--- src/rtl/vend_pkg.sv ---
// Shared definitions for the vending-machine change controller:
// coin values, item codes, completion status codes, the sequencer
// state encoding and the one-hot product-release encodings.
package vend_pkg;

    localparam int unsigned COIN_10 = 10;
    localparam int unsigned COIN_20 = 20;
    localparam int unsigned COIN_50 = 50;

    typedef enum logic [1:0] {
        ITEM_MAZA    = 2'd0,
        ITEM_FANTA   = 2'd1,
        ITEM_COLA    = 2'd2,
        ITEM_INVALID = 2'd3
    } item_e;

    typedef enum logic [1:0] {
        ST_OK        = 2'd0,
        ST_UNDERPAID = 2'd1,
        ST_NOCHANGE  = 2'd2,
        ST_INVALID   = 2'd3
    } status_e;

    typedef enum logic [2:0] {
        S_IDLE,
        S_CHECK,
        S_EJECT,
        S_GAP,
        S_VEND,
        S_DONE
    } state_e;

    localparam logic [2:0] VEND_MAZA  = 3'b001;
    localparam logic [2:0] VEND_FANTA = 3'b010;
    localparam logic [2:0] VEND_COLA  = 3'b100;

    function automatic logic [2:0] vend_onehot(input item_e item);
        case (item)
            ITEM_MAZA:  return VEND_MAZA;
            ITEM_FANTA: return VEND_FANTA;
            ITEM_COLA:  return VEND_COLA;
            default:    return 3'b000;
        endcase
    endfunction

endpackage

--- src/rtl/vend_change_controller_if.sv ---
// Request/actuator bundle of the change controller.
//   master : front panel / note acceptor side (drives the request and refill)
//   slave  : vend_change_controller (drives ejectors, vend, escrow, status)
// Signals:
//   i_req_valid/o_req_ready  request handshake
//   i_paid, i_price, i_item  request payload
//   i_refill                 inventory refill pulse
//   o_eject_{fifty,twenty,ten} coin ejector drives
//   o_vend                   one-hot product release pulse
//   o_escrow_accept/return   note escrow pulses
//   o_done, o_status         completion pulse and status
//   o_busy                   transaction in progress
interface vend_change_controller_if #(
    parameter int unsigned AMT_W = 8
);
    logic             i_req_valid;
    logic             o_req_ready;
    logic [AMT_W-1:0] i_paid;
    logic [AMT_W-1:0] i_price;
    logic [1:0]       i_item;
    logic             i_refill;
    logic             o_eject_fifty;
    logic             o_eject_twenty;
    logic             o_eject_ten;
    logic [2:0]       o_vend;
    logic             o_escrow_accept;
    logic             o_escrow_return;
    logic             o_done;
    logic [1:0]       o_status;
    logic             o_busy;

    modport master (
        output i_req_valid, i_paid, i_price, i_item, i_refill,
        input  o_req_ready, o_eject_fifty, o_eject_twenty, o_eject_ten,
               o_vend, o_escrow_accept, o_escrow_return, o_done,
               o_status, o_busy
    );

    modport slave (
        input  i_req_valid, i_paid, i_price, i_item, i_refill,
        output o_req_ready, o_eject_fifty, o_eject_twenty, o_eject_ten,
               o_vend, o_escrow_accept, o_escrow_return, o_done,
               o_status, o_busy
    );

endinterface

--- src/rtl/vend_change_plan.sv ---
// Combinational greedy change planner (50, then 20, then 10).
// Each coin count is min(remaining / coin, inventory); the change is
// feasible only if nothing remains after the 10-coin step.
// Ports:
//   i_change                 change to return
//   i_inv50/i_inv20/i_inv10  coin inventories
//   o_feasible               plan covers the change exactly
//   o_n50/o_n20/o_n10        planned coin counts
module vend_change_plan
    import vend_pkg::*;
#(
    parameter int unsigned AMT_W = 8,
    parameter int unsigned INV_W = 4
) (
    input  logic [AMT_W-1:0] i_change,
    input  logic [INV_W-1:0] i_inv50,
    input  logic [INV_W-1:0] i_inv20,
    input  logic [INV_W-1:0] i_inv10,
    output logic             o_feasible,
    output logic [INV_W-1:0] o_n50,
    output logic [INV_W-1:0] o_n20,
    output logic [INV_W-1:0] o_n10
);

    logic [AMT_W-1:0] rem;
    logic [AMT_W-1:0] quo;

    always_comb begin
        rem = i_change;

        quo = rem / AMT_W'(COIN_50);
        o_n50 = (quo > AMT_W'(i_inv50)) ? i_inv50 : INV_W'(quo);
        rem = rem - AMT_W'(o_n50) * AMT_W'(COIN_50);

        quo = rem / AMT_W'(COIN_20);
        o_n20 = (quo > AMT_W'(i_inv20)) ? i_inv20 : INV_W'(quo);
        rem = rem - AMT_W'(o_n20) * AMT_W'(COIN_20);

        quo = rem / AMT_W'(COIN_10);
        o_n10 = (quo > AMT_W'(i_inv10)) ? i_inv10 : INV_W'(quo);
        rem = rem - AMT_W'(o_n10) * AMT_W'(COIN_10);

        o_feasible = (rem == '0);
    end

endmodule

--- src/rtl/vend_change_controller.sv ---
// Vending transaction sequencer: accepts one purchase, validates payment
// and change availability, ejects change one coin at a time with timed
// pulses, releases the product and escrow, then reports status.
// Ports:
//   i_clk  rising-edge clock
//   i_rst  asynchronous active-high reset
//   bus    request / actuator bundle (slave side)
module vend_change_controller
    import vend_pkg::*;
#(
    parameter int unsigned AMT_W     = 8,
    parameter int unsigned INV_W     = 4,
    parameter int unsigned INIT_INV  = 4,
    parameter int unsigned PULSE_CYC = 4,
    parameter int unsigned GAP_CYC   = 2
) (
    input  logic                     i_clk,
    input  logic                     i_rst,
    vend_change_controller_if.slave  bus
);

    localparam int unsigned CNT_MAX = (PULSE_CYC > GAP_CYC) ? PULSE_CYC : GAP_CYC;
    localparam int unsigned CNT_W   = $clog2(CNT_MAX + 1);

    state_e           state_q,  state_d;
    logic [AMT_W-1:0] paid_q,   paid_d;
    logic [AMT_W-1:0] price_q,  price_d;
    item_e            item_q,   item_d;
    logic [AMT_W-1:0] rem_q,    rem_d;
    logic [INV_W-1:0] inv50_q,  inv50_d;
    logic [INV_W-1:0] inv20_q,  inv20_d;
    logic [INV_W-1:0] inv10_q,  inv10_d;
    logic [INV_W-1:0] n50_q,    n50_d;
    logic [INV_W-1:0] n20_q,    n20_d;
    logic [INV_W-1:0] n10_q,    n10_d;
    logic [CNT_W-1:0] cnt_q,    cnt_d;
    status_e          status_q, status_d;

    logic             invalid;
    logic             underpaid;
    logic [AMT_W-1:0] change;
    logic             plan_ok;
    logic [INV_W-1:0] plan_n50, plan_n20, plan_n10;
    logic             pulse_last;
    logic             gap_last;

    assign invalid   = (item_q == ITEM_INVALID)
                     || ((paid_q  % AMT_W'(COIN_10)) != '0)
                     || ((price_q % AMT_W'(COIN_10)) != '0);
    assign underpaid = (paid_q < price_q);
    assign change    = underpaid ? '0 : (paid_q - price_q);

    vend_change_plan #(
        .AMT_W (AMT_W),
        .INV_W (INV_W)
    ) u_plan (
        .i_change   (change),
        .i_inv50    (inv50_q),
        .i_inv20    (inv20_q),
        .i_inv10    (inv10_q),
        .o_feasible (plan_ok),
        .o_n50      (plan_n50),
        .o_n20      (plan_n20),
        .o_n10      (plan_n10)
    );

    always_ff @(posedge i_clk or posedge i_rst) begin
        if (i_rst) begin
            state_q  <= S_IDLE;
            paid_q   <= '0;
            price_q  <= '0;
            item_q   <= ITEM_MAZA;
            rem_q    <= '0;
            inv50_q  <= INV_W'(INIT_INV);
            inv20_q  <= INV_W'(INIT_INV);
            inv10_q  <= INV_W'(INIT_INV);
            n50_q    <= '0;
            n20_q    <= '0;
            n10_q    <= '0;
            cnt_q    <= '0;
            status_q <= ST_OK;
        end else begin
            state_q  <= state_d;
            paid_q   <= paid_d;
            price_q  <= price_d;
            item_q   <= item_d;
            rem_q    <= rem_d;
            inv50_q  <= inv50_d;
            inv20_q  <= inv20_d;
            inv10_q  <= inv10_d;
            n50_q    <= n50_d;
            n20_q    <= n20_d;
            n10_q    <= n10_d;
            cnt_q    <= cnt_d;
            status_q <= status_d;
        end
    end

    always_comb begin
        state_d  = state_q;
        paid_d   = paid_q;
        price_d  = price_q;
        item_d   = item_q;
        rem_d    = rem_q;
        inv50_d  = inv50_q;
        inv20_d  = inv20_q;
        inv10_d  = inv10_q;
        n50_d    = n50_q;
        n20_d    = n20_q;
        n10_d    = n10_q;
        cnt_d    = cnt_q;
        status_d = status_q;

        pulse_last = (cnt_q == CNT_W'(PULSE_CYC - 1));
        gap_last   = (cnt_q == CNT_W'(GAP_CYC - 1));

        bus.o_req_ready     = 1'b0;
        bus.o_eject_fifty   = 1'b0;
        bus.o_eject_twenty  = 1'b0;
        bus.o_eject_ten     = 1'b0;
        bus.o_vend          = 3'b000;
        bus.o_escrow_accept = 1'b0;
        bus.o_escrow_return = 1'b0;
        bus.o_done          = 1'b0;
        bus.o_status        = 2'b00;
        bus.o_busy          = (state_q != S_IDLE);

        case (state_q)
            S_IDLE: begin
                // Ready is held low while reset is asserted.
                bus.o_req_ready = !i_rst;
                if (bus.i_refill) begin
                    inv50_d = '1;
                    inv20_d = '1;
                    inv10_d = '1;
                end
                if (bus.i_req_valid) begin
                    paid_d  = bus.i_paid;
                    price_d = bus.i_price;
                    item_d  = item_e'(bus.i_item);
                    state_d = S_CHECK;
                end
            end

            S_CHECK: begin
                cnt_d = '0;
                if (invalid) begin
                    status_d            = ST_INVALID;
                    bus.o_escrow_return = 1'b1;
                    state_d             = S_DONE;
                end else if (underpaid) begin
                    status_d            = ST_UNDERPAID;
                    bus.o_escrow_return = 1'b1;
                    state_d             = S_DONE;
                end else if (!plan_ok) begin
                    status_d            = ST_NOCHANGE;
                    bus.o_escrow_return = 1'b1;
                    state_d             = S_DONE;
                end else begin
                    status_d = ST_OK;
                    rem_d    = change;
                    n50_d    = plan_n50;
                    n20_d    = plan_n20;
                    n10_d    = plan_n10;
                    state_d  = (change != '0) ? S_EJECT : S_VEND;
                end
            end

            S_EJECT: begin
                // Walking the stored plan largest-first picks the same coin
                // as "largest coin <= rem with stock", and cannot stall.
                cnt_d = pulse_last ? '0 : cnt_q + CNT_W'(1);
                if (pulse_last) begin
                    state_d = S_GAP;
                end
                if (n50_q != '0) begin
                    bus.o_eject_fifty = 1'b1;
                    if (pulse_last) begin
                        rem_d   = rem_q - AMT_W'(COIN_50);
                        inv50_d = inv50_q - INV_W'(1);
                        n50_d   = n50_q - INV_W'(1);
                    end
                end else if (n20_q != '0) begin
                    bus.o_eject_twenty = 1'b1;
                    if (pulse_last) begin
                        rem_d   = rem_q - AMT_W'(COIN_20);
                        inv20_d = inv20_q - INV_W'(1);
                        n20_d   = n20_q - INV_W'(1);
                    end
                end else if (n10_q != '0) begin
                    bus.o_eject_ten = 1'b1;
                    if (pulse_last) begin
                        rem_d   = rem_q - AMT_W'(COIN_10);
                        inv10_d = inv10_q - INV_W'(1);
                        n10_d   = n10_q - INV_W'(1);
                    end
                end else begin
                    cnt_d   = '0;
                    state_d = S_VEND;
                end
            end

            S_GAP: begin
                cnt_d = gap_last ? '0 : cnt_q + CNT_W'(1);
                if (gap_last) begin
                    state_d = (rem_q != '0) ? S_EJECT : S_VEND;
                end
            end

            S_VEND: begin
                bus.o_vend          = vend_onehot(item_q);
                bus.o_escrow_accept = 1'b1;
                state_d             = S_DONE;
            end

            S_DONE: begin
                bus.o_done   = 1'b1;
                bus.o_status = status_q;
                state_d      = S_IDLE;
            end

            default: begin
                state_d = S_IDLE;
            end
        endcase
    end

endmodule
--- src/flat_wrapper.sv ---
// flat-port wrapper written by rule: the top's interface ports become plain ports
module vend_change_controller_flat import vend_pkg::*;
#(
    parameter int unsigned AMT_W     = 8,
    parameter int unsigned INV_W     = 4,
    parameter int unsigned INIT_INV  = 4,
    parameter int unsigned PULSE_CYC = 4,
    parameter int unsigned GAP_CYC   = 2
)
  (i_clk, i_rst, bus_i_req_valid, bus_i_paid, bus_i_price, bus_i_item, bus_i_refill, bus_o_req_ready, bus_o_eject_fifty, bus_o_eject_twenty, bus_o_eject_ten, bus_o_vend, bus_o_escrow_accept, bus_o_escrow_return, bus_o_done, bus_o_status, bus_o_busy);
  vend_change_controller_if #(.AMT_W(AMT_W)) bus_i ();
  input  logic i_clk;
  input  logic i_rst;
  input wire logic [$bits(bus_i.i_req_valid)-1:0] bus_i_req_valid;
  input wire logic [$bits(bus_i.i_paid)-1:0] bus_i_paid;
  input wire logic [$bits(bus_i.i_price)-1:0] bus_i_price;
  input wire logic [$bits(bus_i.i_item)-1:0] bus_i_item;
  input wire logic [$bits(bus_i.i_refill)-1:0] bus_i_refill;
  output wire logic [$bits(bus_i.o_req_ready)-1:0] bus_o_req_ready;
  output wire logic [$bits(bus_i.o_eject_fifty)-1:0] bus_o_eject_fifty;
  output wire logic [$bits(bus_i.o_eject_twenty)-1:0] bus_o_eject_twenty;
  output wire logic [$bits(bus_i.o_eject_ten)-1:0] bus_o_eject_ten;
  output wire logic [$bits(bus_i.o_vend)-1:0] bus_o_vend;
  output wire logic [$bits(bus_i.o_escrow_accept)-1:0] bus_o_escrow_accept;
  output wire logic [$bits(bus_i.o_escrow_return)-1:0] bus_o_escrow_return;
  output wire logic [$bits(bus_i.o_done)-1:0] bus_o_done;
  output wire logic [$bits(bus_i.o_status)-1:0] bus_o_status;
  output wire logic [$bits(bus_i.o_busy)-1:0] bus_o_busy;
  assign bus_i.i_req_valid = bus_i_req_valid;
  assign bus_i.i_paid = bus_i_paid;
  assign bus_i.i_price = bus_i_price;
  assign bus_i.i_item = bus_i_item;
  assign bus_i.i_refill = bus_i_refill;
  assign bus_o_req_ready = bus_i.o_req_ready;
  assign bus_o_eject_fifty = bus_i.o_eject_fifty;
  assign bus_o_eject_twenty = bus_i.o_eject_twenty;
  assign bus_o_eject_ten = bus_i.o_eject_ten;
  assign bus_o_vend = bus_i.o_vend;
  assign bus_o_escrow_accept = bus_i.o_escrow_accept;
  assign bus_o_escrow_return = bus_i.o_escrow_return;
  assign bus_o_done = bus_i.o_done;
  assign bus_o_status = bus_i.o_status;
  assign bus_o_busy = bus_i.o_busy;
  vend_change_controller #(.AMT_W(AMT_W), .INV_W(INV_W), .INIT_INV(INIT_INV), .PULSE_CYC(PULSE_CYC), .GAP_CYC(GAP_CYC)) u_core (.i_clk(i_clk), .i_rst(i_rst), .bus(bus_i));
endmodule
--- config.mk ---
export PLATFORM = sky130hd
export DESIGN_NAME = vend_change_controller_flat
export DESIGN_NICKNAME = d
export VERILOG_FILES = /design/src/rtl/vend_pkg.sv /design/src/rtl/vend_change_controller_if.sv /design/src/rtl/vend_change_plan.sv /design/src/rtl/vend_change_controller.sv /design/src/flat_wrapper.sv
export SDC_FILE = /design/constraint.sdc
export NUM_CORES = 1
export LEC_CHECK = 0
export BUFFER_PORTS_ARGS = -buffer_cell sky130_fd_sc_hd__buf_2
export CORE_MARGIN = 5
export CORE_UTILIZATION = 48
export CTS_BUF_LIST = sky130_fd_sc_hd__clkbuf_4 sky130_fd_sc_hd__clkbuf_8
export DETAILED_ROUTE_END_ITERATION = 7
export GPL_ROUTABILITY_DRIVEN = 0
export RECOVER_POWER = 50
export SYNTH_ARGS = -nofsm -noshare
export SYNTH_HDL_FRONTEND = slang
export SYNTH_SLANG_ARGS = --single-unit
--- constraint.sdc ---
create_clock -name i_clk -period 51.6 [get_ports i_clk]
set_input_delay 5.16 -clock i_clk [delete_from_list [all_inputs] [get_ports i_clk]]
set_output_delay 5.16 -clock i_clk [all_outputs]
set_load 0.01 [all_outputs]
==> summary.txt, run 1 <==
Status: finished, violations left
Violated checks: capacitance limit, slew limit
Post-synth EDFFs: 0
Depth of the most critical reg-to-reg path: 83
Die H: 133.4 um
Crit path depth: 84
Fillers: 1538
Post-synthesis area per instance: 7.417 sq um
Largest net degree at the start of global routing: 59
RSZ-0062 raised after global routing: false
Clock Skew: 11.01 ps
Cts hold-fix bufs: 0
Clock root buffer: clkbuf_8
Mapped Cells: 985
Count of cell types in the netlist: 93
Final #Nets: 1083
WHS Path Cells: 1
# IOs: 35
Storage element area: 1455 sq um
Maximum achievable frequency: 41.56 MHz
Post-CTS Resized: 0
Crit end category: output port
Total gr overflow: 0
Top-area cell type share of the netlist area: 18.84%
CTS max path bufs: 2
Final setup fails: 0
Final core utilization: 51.19%
Hold slack: 491.4 ps
Most used DFF post-synth: dfrtp_1
Max_slew headroom: -120.8%
Layout cells sized above 1: 9.538%
Crit share post-route: 46.63%
Detailed placer's ending HPWL: 15320 um
Worst Hold Class: register to register
Sequential fraction of the synthesis area: 19.92%
Register bit count reported by yosys: 58
Pre-CTS worst setup slack: 28040 ps
WL/cell: 16.93 um
Worst Setup SP: u_core.price_q[7]
First-pass GRT wire length: 33130 um
Worst hold start: u_core.status_q[1]
Largest cells by area after synthesis: dfrtp_1 19%, ha_1 11%, a21oi_1 5.8%, o21ai_0 4.7%, inv_1 4.6%
Routed wire length: 20050 um
Area taken by multi-input logic gates: 5316 sq um
Vias in the first global route: 6505
TritonRoute pass-1 iters: 5
# DRC: 0
Post-CTS setup repair buffer count: 0
Crit path buf inv count: 14
Fin crit period: 24060 ps
Via count: 7230
Arrival @ worst endpoint: 18900 ps
Effective utilization at floorplan: 48.42%
Clock Latency Late Sink: 360 ps
CP max FO: 13
Setup Crit Path Kind: register to output port
Synth cell count leaders: 90 x inv_1, 89 x nor2_1, 88 x nand2_1
Mapped Area: 7306 sq um
CP max stage cell: a2111oi_0
FFs w/ async S/R, synth: 100.0%
Worst Path Required: 46440 ps
Number of max-cap violations: 1
Worst Slack Setup Final: 27540 ps
CTS Buf Count: 9
Die ar.: 17790 sq um
Max Slew Vio Count: 59
Worst R2R Start: u_core.price_q[7]
R2r endpoint: u_core.rem_q[2]
Most frequent cell after synthesis: inv_1
Worst Tran Pin Value: 3312 ps
H-tree depth: 3
Clock slew at the register clock pins of the worst setup and hold paths: 60 ps
Inserted Diodes: 0
Synth area leader: dfrtp_1
Reg-to-reg slack, setup: 32510 ps
Mapped Nets: 1077
All-layer global routing usage: 22.28%
Rows: 45
Initial antenna violation count: 0
Layout area overhead: 5.737%
Die X: 133.4 um
Core area: 15090 sq um
Clock sinks: 58
CP Launch Type: register
Endpoint of the worst hold path: u_core.status_q[1]
Final-report hold violation count: 0
Crit-path leading delay family: compound AO/OA/AOI/OAI gates
Vias per cell: 6.106
CP max stage delay: 690 ps
# port buffers: 34
First-iteration detailed-routing DRC count: 672
Routed Antenna Nets: 0
Setup_tns: 0 ps
Ys Warns: 0
CTS tree: built
how the worst max path moves through the flow:
stage | end | slack, ps
2_1_floorplan | bus_o_escrow_return | 30540
3_3_place_gp | bus_o_escrow_return | 28440
3_5_place_dp | bus_o_escrow_return | 28040
4_1_cts | bus_o_escrow_return | 27580
5_1_grt | bus_o_escrow_return | 25770
6_report | bus_o_escrow_return | 27540
sequential cells by signal, summed over array words and instances (netlist names):
signal	cells
u_core.inv50_q	4
u_core.inv20_q	4
u_core.item_q	2
u_core.inv10_q	4
u_core.n20_q	4
u_core.status_q	2
u_core.price_q	8
u_core.state_q	3
u_core.paid_q	8
u_core.rem_q	8
u_core.n50_q	4
u_core.n10_q	4
u_core.cnt_q	3
routing by layer:
metal / share of wire, % / vias to the layer above / routed length, um / global-route usage (%)
met5: 0 / - / 0 / 0
met4: 1.8 / 0 / 369 / 6.114
met2: 44 / 266 / 8790 / 34.45
met3: 6.2 / 31 / 1233 / 2.530
li1: - / 3606 / - / -
met1: 48 / 3327 / 9653 / 32.94
layout by cell type, fill, tap and decap left out, types with 6 or more instances in the layout:
master,count
clkbuf_8,10
nor2b_1,17
and2_1,8
dfrtp_1,55
nand4_1,7
o22ai_1,7
nor3_1,35
o21ai_0,69
o221ai_1,9
and3_1,10
or3_1,7
o21a_1,10
ha_1,64
buf_2,33
nor4_1,7
nand2_1,88
mux2_2,15
a31oi_1,19
a21o_1,10
xor2_1,13
nand2b_1,9
nor2_1,89
a21oi_1,84
inv_1,89
fa_1,6
nand3_1,33
o211ai_1,16
o21ai_1,7
xnor2_1,21
a211oi_1,10
mux2i_1,9
final cells by class:
cell class	instances	area share, %
multi-input cells	792	68.82
inverters	92	4.470
clock buffers	13	2.073
repair buffers	38	2.527
well taps	188	3.045
flip-flops and latches	58	18.84
clock inverters	3	0.2268
stage by stage:
stage | std cells | area, sq um
floorplan | 985 | 7306
global placement | 1168 | 7552
detailed placement | 1168 | 7552
CTS | 1184 | 7730
global route | 1184 | 7725
finish | 1184 | 7725
kinds of logic after synthesis:
kind of cell	share of synthesized area, %
AOI/OAI and AO/OA	28.67
xor gates and xnor gates	4.384
adders and majority gates	12.88
buffers and inverters	7.381
DFF	19.92
muxes	4.008
other	0.05133
and+or+nand+nor	22.71
worst reg2reg max path, delay by kind of cell, from the launching register on:
| family | cells | cell delay, ps |
|---|---|---|
| adders and majority gates | 15 | 4830 |
| muxes | 2 | 690 |
| xor gates and xnor gates | 3 | 830 |
| DFF | 1 | 600 |
| and+or+nand+nor | 19 | 3060 |
| AOI/OAI and AO/OA | 32 | 7600 |
| buffers and inverters | 12 | 1350 |
Power of run 1 is not shown: default switching activity piles up to over one toggle a cycle in this logic, so the estimate is an artifact.
==> inputs of run 2 (changes only) <==
ABC_AREA = 1   (was default)
PLACE_DENSITY = 0.65   (was default)
clock period = 23.2 ns   (was 51.6 ns; I/O delays follow)
==> run 2 against run 1 <==
  * The flow still finishes with violations (capacitance limit, slew limit)
  * Flip-flop and latch count unchanged
  * Die area is 8.5% lower
  * Final cell count rose by 3.1%
  * Critical path depth increased by 25
  * Design area fell by 6.6%
  * Clock skew is 1.3 ps lower
  * Register-to-register slack lost 25000 ps
  * Hold slack worse by 21 ps
  * Via count decreased by 13%
  * Setup slack worse by 23000 ps
  * Critical endpoint unchanged
==> summary.txt, run 2 <==
Largest net degree at the start of global routing: 59
Die H: 127.6 um
Die X: 127.6 um
Mapped Cells: 996
Post-synth EDFFs: 0
Crit end category: output port
Layout area overhead: 8.632%
Worst Hold Class: register to register
Fin crit period: 18380 ps
Endpoint of the worst hold path: u_core.n50_q[3]
Clock sinks: 58
Reg-to-reg slack, setup: 7130 ps
CP max stage delay: 490 ps
Effective utilization at floorplan: 48.39%
Max_slew headroom: -127.6%
Core area: 13720 sq um
Mapped Nets: 1088
CP max stage cell: o21ai_0
Number of max-cap violations: 1
Clock root buffer: clkbuf_8
Vias per cell: 5.167
CP Launch Type: register
Post-synthesis area per instance: 6.666 sq um
Depth of the most critical reg-to-reg path: 110
FFs w/ async S/R, synth: 100.0%
Commonest non-fill, non-tap cell in the layout: nand2_1
Routed wire length: 15940 um
Largest cells by area after synthesis: dfrtp_1 21%, nand2_1 13%, ha_1 12%, inv_1 10%, nand3_1 6.3%
# DRC: 0
Inserted Diodes: 0
Arrival @ worst endpoint: 16060 ps
CTS tree: built
CP max FO: 10
Largest registers: u_core.paid_q x8, u_core.price_q x8, u_core.rem_q x8
Worst hold start: u_core.n50_q[3]
Clock slew at the register clock pins of the worst setup and hold paths: 70 ps
Worst Tran Pin Value: 3414 ps
RSZ-0062 raised after global routing: false
Initial antenna violation count: 0
Ys Warns: 0
Vias in the first global route: 6026
Final #Nets: 1128
TritonRoute pass-1 iters: 6
Max Slew Vio Count: 59
Post-CTS setup repair buffer count: 0
Worst Path Required: 20880 ps
Final-report hold violation count: 0
Rows: 43
H-tree depth: 3
Most used DFF post-synth: dfrtp_1
Count of cell types in the netlist: 60
Via count: 6309
WL/cell: 13.05 um
Most frequent cells in the layout: 238 x nand2_1, 179 x inv_1, 83 x nand3_1
WHS Path Cells: 2
Met1 usage: 26.73%
# IOs: 35
Register bit count reported by yosys: 58
CTS Buf Count: 9
Worst R2R Start: u_core.paid_q[1]
Die ar.: 16280 sq um
Cts hold-fix bufs: 0
First-iteration detailed-routing DRC count: 318
Clock Skew: 9.707 ps
All-layer global routing usage: 20.28%
Setup Crit Path Kind: register to output port
Sequential fraction of the synthesis area: 21.92%
Crit share post-route: 79.22%
Total gr overflow: 0
Status: finished, violations left
Synth area leader: dfrtp_1
Post-CTS Resized: 0
Mapped Area: 6639 sq um
Detailed placer's ending HPWL: 12660 um
Most frequent cell after synthesis: nand2_1
Fillers: 1404
Setup_tns: 0 ps
Final setup fails: 0
Routed Antenna Nets: 0
CTS max path bufs: 2
# port buffers: 34
Met2 usage: 34.59%
R2r endpoint: u_core.n50_q[3]
Met3 Use GR: 3.052%
Clock Latency Late Sink: 350 ps
Top-area cell type share of the netlist area: 20.73%
Maximum achievable frequency: 54.41 MHz
GRT Max-Usage Layer: met2
First-pass GRT wire length: 27380 um
Violated checks: capacitance limit, slew limit
Layout cells sized above 1: 12.30%
Synth cell count leaders: 238 x nand2_1, 180 x inv_1, 83 x nand3_1
## run 2: layer usage
layer | routed length, um | share of wire (%) | vias to the layer above
li1 | - | - | 3294
met1 | 7742 | 49 | 2886
met2 | 7377 | 46 | 113
met3 | 543 | 3.4 | 16
met4 | 275 | 1.7 | 0
met5 | 0 | 0 | -
## run 2: worst max-delay path: cells and delay by family, from the launching register on
kind | cells | cell delay (ps)
compound gates | 18 | 3530
fa+ha+maj | 15 | 4630
buf+inv | 23 | 1970
simple gates | 51 | 4740
xor+xnor | 2 | 320
flops | 1 | 460
## run 2: cell type report
cell class                      instances  area (sq um)  area share, %
Tap cell                              180         225.2          3.123
Multi-Input combinational cell        740          4405          61.09
Clock buffer                           12         158.9          2.203
Sequential cell                        58          1455          20.18
Timing Repair Buffer                   38         183.9          2.550
Clock inverter                          4         73.82          1.024
Inverter                              189         709.4          9.837
## run 2: kinds of logic after synthesis
kind of cell	count (synthesis)	synth area share, %
AOI/OAI and AO/OA	152	13.76
xor gates and xnor gates	23	3.034
DFF	58	21.92
adders and majority gates	70	13.87
and+or+nand+nor	492	35.30
muxes	2	0.3392
buffers and inverters	198	11.72
other	1	0.05649
## run 2: through the flow
stage / cell area [sq um] / worst slack [ps] / hold WS, ps / cells / utilization, %
finish: 7212 / 4821 / 470.8 / 1221 / 52.57
detailed placement: 6995 / 5214 / 458.1 / 1205 / 50.99
global route: 7212 / 3115 / 506.1 / 1221 / 52.57
global placement: 6995 / 5712 / 456.2 / 1205 / 50.99
floorplan: 6639 / 7330 / 441.9 / 996 / -
CTS: 7228 / 4773 / 477.7 / 1221 / 52.69
## run 2: how the worst max path moves through the flow
stage                            from             endpoint  slack [ps]  cells after the start
floorplan           u_core.price_q[0]  bus_o_escrow_return        7330                    101
global placement    u_core.price_q[0]  bus_o_escrow_return        5710                    109
detailed placement  u_core.price_q[0]  bus_o_escrow_return        5210                    109
CTS                  u_core.paid_q[0]  bus_o_escrow_return        4770                    110
global route         u_core.paid_q[0]  bus_o_escrow_return        3110                    110
finish               u_core.paid_q[1]  bus_o_escrow_return        4820                    109
Power of run 2 is left out for the same reason.
==> inputs of run 3 (changes only) <==
ABC_AREA = 0   (was 1)
PLACE_DENSITY = default   (was 0.65)
clock period = 18.5 ns   (was 23.2 ns; I/O delays follow)
==> run 3 against run 2 <==
  * The flow still finishes with violations (capacitance limit, slew limit)
  * Critical path type unchanged
  * Via count is 19% higher
  * Critical path depth is 26 lower
  * Wire length grew 35%
  * Highest routed layer unchanged
==> summary.txt, run 3 (same netlist as run 1, synthesis figures left out) <==
# IOs: 35
Crit path buf inv count: 13
Fin crit period: 17780 ps
Die H: 133.4 um
Setup Crit Path Kind: register to output port
Cts hold-fix bufs: 0
Clock Latency Late Sink: 370 ps
Max Slew Vio Count: 59
Worst Setup SP: u_core.price_q[0]
Worst Tran Pin Value: 3285 ps
CTS tree: built
Effective utilization at floorplan: 48.42%
Commonest non-fill, non-tap cell in the layout: nand2_1
Core area: 15090 sq um
Max_slew headroom: -119.0%
Die ar.: 17790 sq um
End of the critical path: bus_o_escrow_return
Crit share post-route: 96.12%
# DRC: 0
All-layer global routing usage: 22.72%
Vias in the first global route: 6683
Largest net degree at the start of global routing: 59
Detailed placer's ending HPWL: 15790 um
Crit end category: output port
Violated checks: capacitance limit, slew limit
Total gr overflow: 0
Layout area overhead: 18.55%
Final-report hold violation count: 0
R2r endpoint: u_core.rem_q[2]
Final setup fails: 0
Die X: 133.4 um
CP Launch Type: register
Routed Antenna Nets: 0
Worst Hold Class: register to register
Worst Slack Setup Final: 718.0 ps
Reg-to-reg slack, setup: 2050 ps
Pre-CTS worst setup slack: -298.3 ps
Routed wire length: 21510 um
Clock sinks: 58
First-iteration detailed-routing DRC count: 651
CTS Buf Count: 9
Status: finished, violations left
Number of max-cap violations: 1
Largest registers: u_core.paid_q x8, u_core.price_q x8, u_core.rem_q x8
Layout cells sized above 1: 21.24%
Design Area, Final: 8661 sq um
Cell Area, Placed: 7807 sq um
Clock slew at the register clock pins of the worst setup and hold paths: 90 ps
Hold slack: 509.4 ps
Crit path depth: 83
Crit-path leading delay family: compound AO/OA/AOI/OAI gates
# port buffers: 34
Most frequent cells in the layout: 86 x nand2_1, 84 x nor2_1, 84 x inv_1
Initial antenna violation count: 0
Final core utilization: 57.40%
CTS max path bufs: 2
CP max stage cell: fa_1
Rows: 45
Clock root buffer: clkbuf_8
Worst Path Required: 16650 ps
Via count: 7535
Inserted Diodes: 0
Final #Nets: 1137
WL/cell: 17.37 um
First-pass GRT wire length: 33580 um
CP max FO: 7
Arrival @ worst endpoint: 15930 ps
Depth of the most critical reg-to-reg path: 81
H-tree depth: 3
Worst R2R Start: u_core.price_q[0]
Clock Skew: 15.09 ps
CP max stage delay: 480 ps
Maximum achievable frequency: 56.24 MHz
Vias per cell: 6.086
TritonRoute pass-1 iters: 6
## run 3: cell types whose count changed in the layout (fill, tap and decap cells not counted), moves of 15 or more
cell / before / now
nor3_1: 13 / 32
inv_1: 179 / 84
buf_4: 0 / 54
nor2b_1: 0 / 17
a21oi_1: 43 / 77
nand2_1: 238 / 86
nand2_2: 19 / 4
nand3_1: 83 / 31
## run 3: cell type report
cell class                 count  area, sq um
clock buffer                  10        137.6
clock inverter                 6        88.84
fill                        1414         6429
inverter                      92        345.3
multi-input combinational    792         5789
sequential                    58         1459
tap                          188        235.2
timing repair buffer          92        605.6
## run 3: tightest hold or removal path, delay by kind of cell, from the launching register on
kind               cells  cell delay [ps]
DFF                    1              360
AOI/OAI and AO/OA      1               40
and+or+nand+nor        1               70
## run 3: worst min-delay path by stage
stage                            start            endpoint  depth (start not counted)
global route        u_core.status_q[1]  u_core.status_q[1]                          1
floorplan           u_core.status_q[0]  u_core.status_q[0]                          2
finish              u_core.status_q[0]  u_core.status_q[0]                          2
global placement    u_core.status_q[0]  u_core.status_q[0]                          2
detailed placement  u_core.status_q[1]  u_core.status_q[1]                          1
CTS                 u_core.status_q[0]  u_core.status_q[0]                          2
## run 3: stage by stage
step                      cells  setup TNS, ps
after floorplan             985              0
after global placement     1202              0
after detailed placement   1202         -298.3
after CTS                  1219              0
after global routing       1238         -65.38
final                      1238              0
## run 3: metal layers
| metal | vias to the layer above | part of all wire (%) | track usage (%) |
|---|---|---|---|
| met5 | - | 0 | 0 |
| met4 | 0 | 1.5 | 5.771 |
| met3 | 25 | 4.8 | 2.983 |
| met2 | 221 | 46 | 35.75 |
| met1 | 3583 | 48 | 33.01 |
| li1 | 3706 | - | - |
## run 3: timing repair
item,in CTS,in global routing
buffers inserted,1,18
resized for setup,19,87
gates cloned,0,1
pin swaps,1,32
endpoints found under the setup margin,1,5
Power of run 3 is left out for the same reason.
